### src/rtl/ctrl_conv_input.sv
// Input-side controller for the convolution engine: streams filter and vector
// elements into F/X memory, then requests a convolution and waits for completion.
module ctrl_conv_input #(
  parameter int F_MEM_SIZE       = 4,
  parameter int X_MEM_SIZE       = 8,
  parameter int X_MEM_ADDR_WIDTH = 3,
  parameter int F_MEM_ADDR_WIDTH = 2,
  parameter int DATA_WIDTH       = 8
) (
  input  logic                        clk,
  input  logic                        reset,
  input  logic [DATA_WIDTH-1:0]       s_data_x,
  input  logic                        s_valid_x,
  output logic                        s_ready_x,
  input  logic                        new_matrix,
  input  logic                        conv_done,
  output logic                        conv_start,
  output logic [DATA_WIDTH-1:0]       wr_data,
  output logic                        wr_en_f,
  output logic [F_MEM_ADDR_WIDTH-1:0] wr_addr_f,
  output logic                        wr_en_x,
  output logic [X_MEM_ADDR_WIDTH-1:0] wr_addr_x
);

  typedef enum logic [1:0] {
    IDLE,
    LOAD_F,
    LOAD_X,
    CONV_WAIT
  } state_t;

  localparam logic [F_MEM_ADDR_WIDTH-1:0] F_LAST = F_MEM_ADDR_WIDTH'(F_MEM_SIZE - 1);
  localparam logic [X_MEM_ADDR_WIDTH-1:0] X_LAST = X_MEM_ADDR_WIDTH'(X_MEM_SIZE - 1);

  state_t                      state;
  state_t                      state_next;
  logic [F_MEM_ADDR_WIDTH-1:0] f_cnt;
  logic [X_MEM_ADDR_WIDTH-1:0] x_cnt;
  logic                        f_valid;
  logic                        xfer;
  logic                        start_with_f;
  logic                        done_ack;

  assign xfer         = s_valid_x && s_ready_x;
  // A frame reuses the stored filter only when one was loaded and no new one is requested.
  assign start_with_f = new_matrix || !f_valid;
  // conv_done counts only once conv_start is visible downstream.
  assign done_ack     = conv_start && conv_done;

  always_ff @(posedge clk) begin
    if (reset) begin
      state <= IDLE;
    end else begin
      state <= state_next;
    end
  end

  always_comb begin
    state_next = state;
    case (state)
      IDLE:      if (xfer) state_next = start_with_f ? LOAD_F : LOAD_X;
      LOAD_F:    if (xfer && (f_cnt == F_LAST)) state_next = LOAD_X;
      LOAD_X:    if (xfer && (x_cnt == X_LAST)) state_next = CONV_WAIT;
      CONV_WAIT: if (done_ack) state_next = IDLE;
      default:   state_next = IDLE;
    endcase
  end

  always_comb begin
    s_ready_x = (state != CONV_WAIT);
  end

  always_ff @(posedge clk) begin
    if (reset) begin
      conv_start <= 1'b0;
      wr_en_f    <= 1'b0;
      wr_en_x    <= 1'b0;
      wr_addr_f  <= '0;
      wr_addr_x  <= '0;
      wr_data    <= '0;
      f_cnt      <= '0;
      x_cnt      <= '0;
      f_valid    <= 1'b0;
    end else begin
      wr_en_f    <= 1'b0;
      wr_en_x    <= 1'b0;
      conv_start <= (state == CONV_WAIT) && !done_ack;
      if (xfer) begin
        wr_data <= s_data_x;
        case (state)
          IDLE: begin
            if (start_with_f) begin
              wr_en_f   <= 1'b1;
              wr_addr_f <= '0;
              f_cnt     <= F_MEM_ADDR_WIDTH'(1);
            end else begin
              wr_en_x   <= 1'b1;
              wr_addr_x <= '0;
              x_cnt     <= X_MEM_ADDR_WIDTH'(1);
            end
          end
          LOAD_F: begin
            wr_en_f   <= 1'b1;
            wr_addr_f <= f_cnt;
            if (f_cnt == F_LAST) begin
              f_cnt   <= '0;
              f_valid <= 1'b1;
              x_cnt   <= '0;
            end else begin
              f_cnt <= f_cnt + F_MEM_ADDR_WIDTH'(1);
            end
          end
          LOAD_X: begin
            wr_en_x   <= 1'b1;
            wr_addr_x <= x_cnt;
            if (x_cnt == X_LAST) begin
              x_cnt <= '0;
            end else begin
              x_cnt <= x_cnt + X_MEM_ADDR_WIDTH'(1);
            end
          end
          default: ;
        endcase
      end
    end
  end

endmodule

### config.mk
export PLATFORM = sky130hd
export DESIGN_NAME = ctrl_conv_input
export DESIGN_NICKNAME = d
export VERILOG_FILES = /design/src/rtl/ctrl_conv_input.sv
export SDC_FILE = /design/constraint.sdc
export NUM_CORES = 1
export LEC_CHECK = 0
export ABC_AREA = 0
export BUFFER_PORTS_ARGS = -buffer_cell sky130_fd_sc_hd__buf_2
export CAP_MARGIN = 25
export CORE_MARGIN = 2
export CORE_UTILIZATION = 45
export DETAILED_ROUTE_END_ITERATION = 12
export HOLD_SLACK_MARGIN = 0.1
export PLACE_DENSITY = 0.72
export SLEW_MARGIN = 20
export SYNTH_ARGS = -nofsm -noshare
export SYNTH_HDL_FRONTEND = slang
export SYNTH_SLANG_ARGS = --single-unit
### constraint.sdc
create_clock -name clk -period 1.64 [get_ports clk]
set_clock_uncertainty 0.1 [all_clocks]
set_input_delay 0.082 -clock clk [delete_from_list [all_inputs] [get_ports clk]]
set_output_delay 0.082 -clock clk [all_outputs]
set_load 0.02 [all_outputs]
==> run metrics <==
synthesized netlist cell count 127; share of cells above drive strength 1 36.8%; H-tree depth 1; VDD IR max 0.791 mV; Layout Utilization 68.4%; Slew @ Worst Pin between 0.3 and 0.4 ns; FP Rows 17; gpl congestion 0.797; Reg2Reg Depth 5; WS Path Type register to register; Global Route Usage Sum between 20% and 30%; IO Port Bufs 29; HP Start s_valid_x; Clock transition at path regs 0.13 ns; fmax 0.580 GHz; clock root buffer clkbuf_4; TritonCTS Buffers 3; failing checks negative setup slack; Placed Area 1370 sq um; Reg-to-Reg End state[1]; final slew viol count 0; first-pass GRT wire length roughly 4.2 mm; multi-input combinational cell area 652 sq um; Overflow after GRT 0; CORE AREA 2280 sq um; CP arrival 1.85 ns; hold depth 4; register area share after synthesis 43.3%; slowest CP cell dfxtp_4; Yosys reg bits 24; CP Max Fanout 4; CP endpoint kind register; detailed-router iteration count before antenna repair 4; Worst Hold Endpoint wr_en_x; ANT cells 0; drc violations 0; post-DR wirelength/cell roughly 14 um; leak pwr 0.679 nW; First DRT Iteration DRCs 15; post-synth cell types 30; Final period util 105%; Reg area roughly 490 sq um; Vias ~1000; fin crit period between 1.5 and 2 ns; PwrDens 1010 nW/um^2; pin count of the biggest net entering global routing 16; Clock Latency Late Sink 0.32 ns; CP required ~1.8 ns; Fin. Hold Viols 0; clock buffer depth 2; crit-path max cell delay around 0.40 ns; Final Cell Area 1560 sq um; Placed Cells 184; Finished Layout Cells between 200 and 250; Clock Sinks 24; Syn Area/Cell between 8 and 9 sq um; Via density 5.19; RSZ-0062 raised after global routing yes; Die H 53.7 um; Synth Warn # 0; Die Wd 53.7 um; synthesized area 1110 sq um; fillers about 190; IO Count 30; initial core utilization between 40% and 50%; critical path startpoint state[0]; Final #Nets 196; antenna-violating nets left 0; max_cap viols 0; Mapped Nets about 150; status finished, violations left; Min Hold Slack 0.160 ns; Final WS setup -0.0852 ns; CP startpoint kind register; CTS tree built; initial antenna violation count 0; final wirelength around 2.8 mm; area grow syn2layout 40.2%; worst min-delay path category primary input to register; Die ar. 2880 sq um; cells along the critical path ha_4 -> and2b_2 -> nand2_1 -> a221o_1 -> mux2_4; vias in the first global route 972; dpl ws -0.0999 ns; Slew headroom 75.0%; r2r startpoint state[0]; final setup fails 5; r2r setup slk -0.09 ns; post-DP HPWL approximately 1.9 mm
[logic make-up after synthesis]
| kind of cell | share of synthesized area (%) |
|---|---|
| flip-flops | 43.3 |
| AO/OA/AOI/OAI | 16.1 |
| AND/OR/NAND/NOR | 22.5 |
| multiplexers | 4.74 |
| adder cells (fa/ha/maj) | 9.02 |
| buffers and inverters | 4.28 |
[layout make-up]
cell class,count,area share (%)
Clock buffer,3,1.45
Clock inverter,1,0.241
Inverter,5,1.53
Multi-Input combinational cell,91,41.9
Sequential cell,24,31.4
Tap cell,28,2.25
Timing Repair Buffer,50,21.2
[state kept, by name (all words and copies together) (netlist names)]
| signal | count |
|---|---|
| state | 2 |
| wr_addr_x | 3 |
| wr_data | 8 |
| conv_start | 1 |
| f_valid | 1 |
| wr_en_f | 1 |
| f_cnt | 2 |
| wr_en_x | 1 |
| wr_addr_f | 2 |
| x_cnt | 3 |
[worst max-delay path, delay by kind of cell (launching register included)]
kind,cells,cell delay (ns)
multiplexers,1,0.31
flip-flops,1,0.40
adder cells (fa/ha/maj),1,0.17
AND/OR/NAND/NOR,2,0.29
AO/OA/AOI/OAI,1,0.37
[metal layers]
layer	wire length, um	GRT usage [%]	up-vias
met4	42	7.26	0
li1	-	-	518
met1	1150	21.3	502
met5	0	0	-
met3	88	5.00	6
met2	1480	38.6	22
[through the flow]
stage	total power [mW]	TNS (ns)
global route	1.66	-0.636
finish	1.58	-0.175
detailed placement	1.26	-0.375
CTS	1.55	-0.186
floorplan	1.12	-0.00194
global placement	1.23	-0.134
[synth_stat cells]
master / n / share of area [%]
nand2_1: 19 / 6.4
clkbuf_1: 5 / 1.7
a211oi_1: 1 / 0.68
mux2i_1: 3 / 2.7
nand4_1: 2 / 1.1
inv_1: 5 / 1.7
dfxtp_1: 24 / 43
nor2b_1: 1 / 0.56
nand2b_1: 5 / 2.8
a21oi_1: 13 / 5.9
and2_1: 3 / 1.7
and3_1: 1 / 0.56
or2_2: 1 / 0.56
nor3_1: 3 / 1.4
nor2_1: 15 / 5.1
mux2_1: 2 / 2.0
nand3b_1: 1 / 0.68
a21oi_2: 1 / 0.79
and2b_2: 1 / 0.79
a22oi_1: 3 / 2.0
a31oi_1: 1 / 0.56
a221o_1: 1 / 0.90
a221oi_1: 1 / 0.79
buf_2: 2 / 0.90
and2b_4: 1 / 0.90
a21boi_1: 1 / 0.68
a2111oi_4: 1 / 2.5
ha_1: 8 / 9.0
o21a_1: 1 / 0.68
o211ai_1: 1 / 0.68
[worst max-delay path by stage]
stage | to | cells past startpoint | slack [ns]
after detailed placement | x_cnt[0] | 6 | -0.1
after global routing | state[1] | 5 | -0.13
after floorplan | state[0] | 6 | -0.001
after CTS | state[1] | 5 | -0.09
final | state[1] | 5 | -0.09
after global placement | x_cnt[0] | 6 | -0.04
[cells in the final DEF, fill, tap and decap left out, drive strengths merged, types with 2 or more instances in the layout]
master	synthesis	routed
buf	2	39
dfxtp	24	24
nand2	19	19
nor2	15	15
a21oi	14	14
dlygate4sd3	0	11
ha	8	8
nand2b	5	5
inv	5	5
nor3	3	3
a22oi	3	3
and2	3	3
mux2i	3	3
clkbuf	5	3
nand4	2	2
mux2	2	2
and2b	2	2
[power breakdown]
group          leakage [nW]  switching [mW]  internal [mW]  total (mW)
clock                0.0154           0.174         0.0892       0.263
combinational         0.466           0.312          0.312       0.624
sequential            0.197          0.0513          0.641       0.693
total                 0.679           0.537           1.04        1.58
[repair_timing]
action                                 CTS  global route
setup endpoints to repair                7            13
hold buffers                            11             0
buffers inserted                         1             2
pin swaps                                3             7
gates cloned                             0             0
resized for setup                        0             9
endpoints found under the hold margin   15             0
Power figures use the tool's default switching activity.
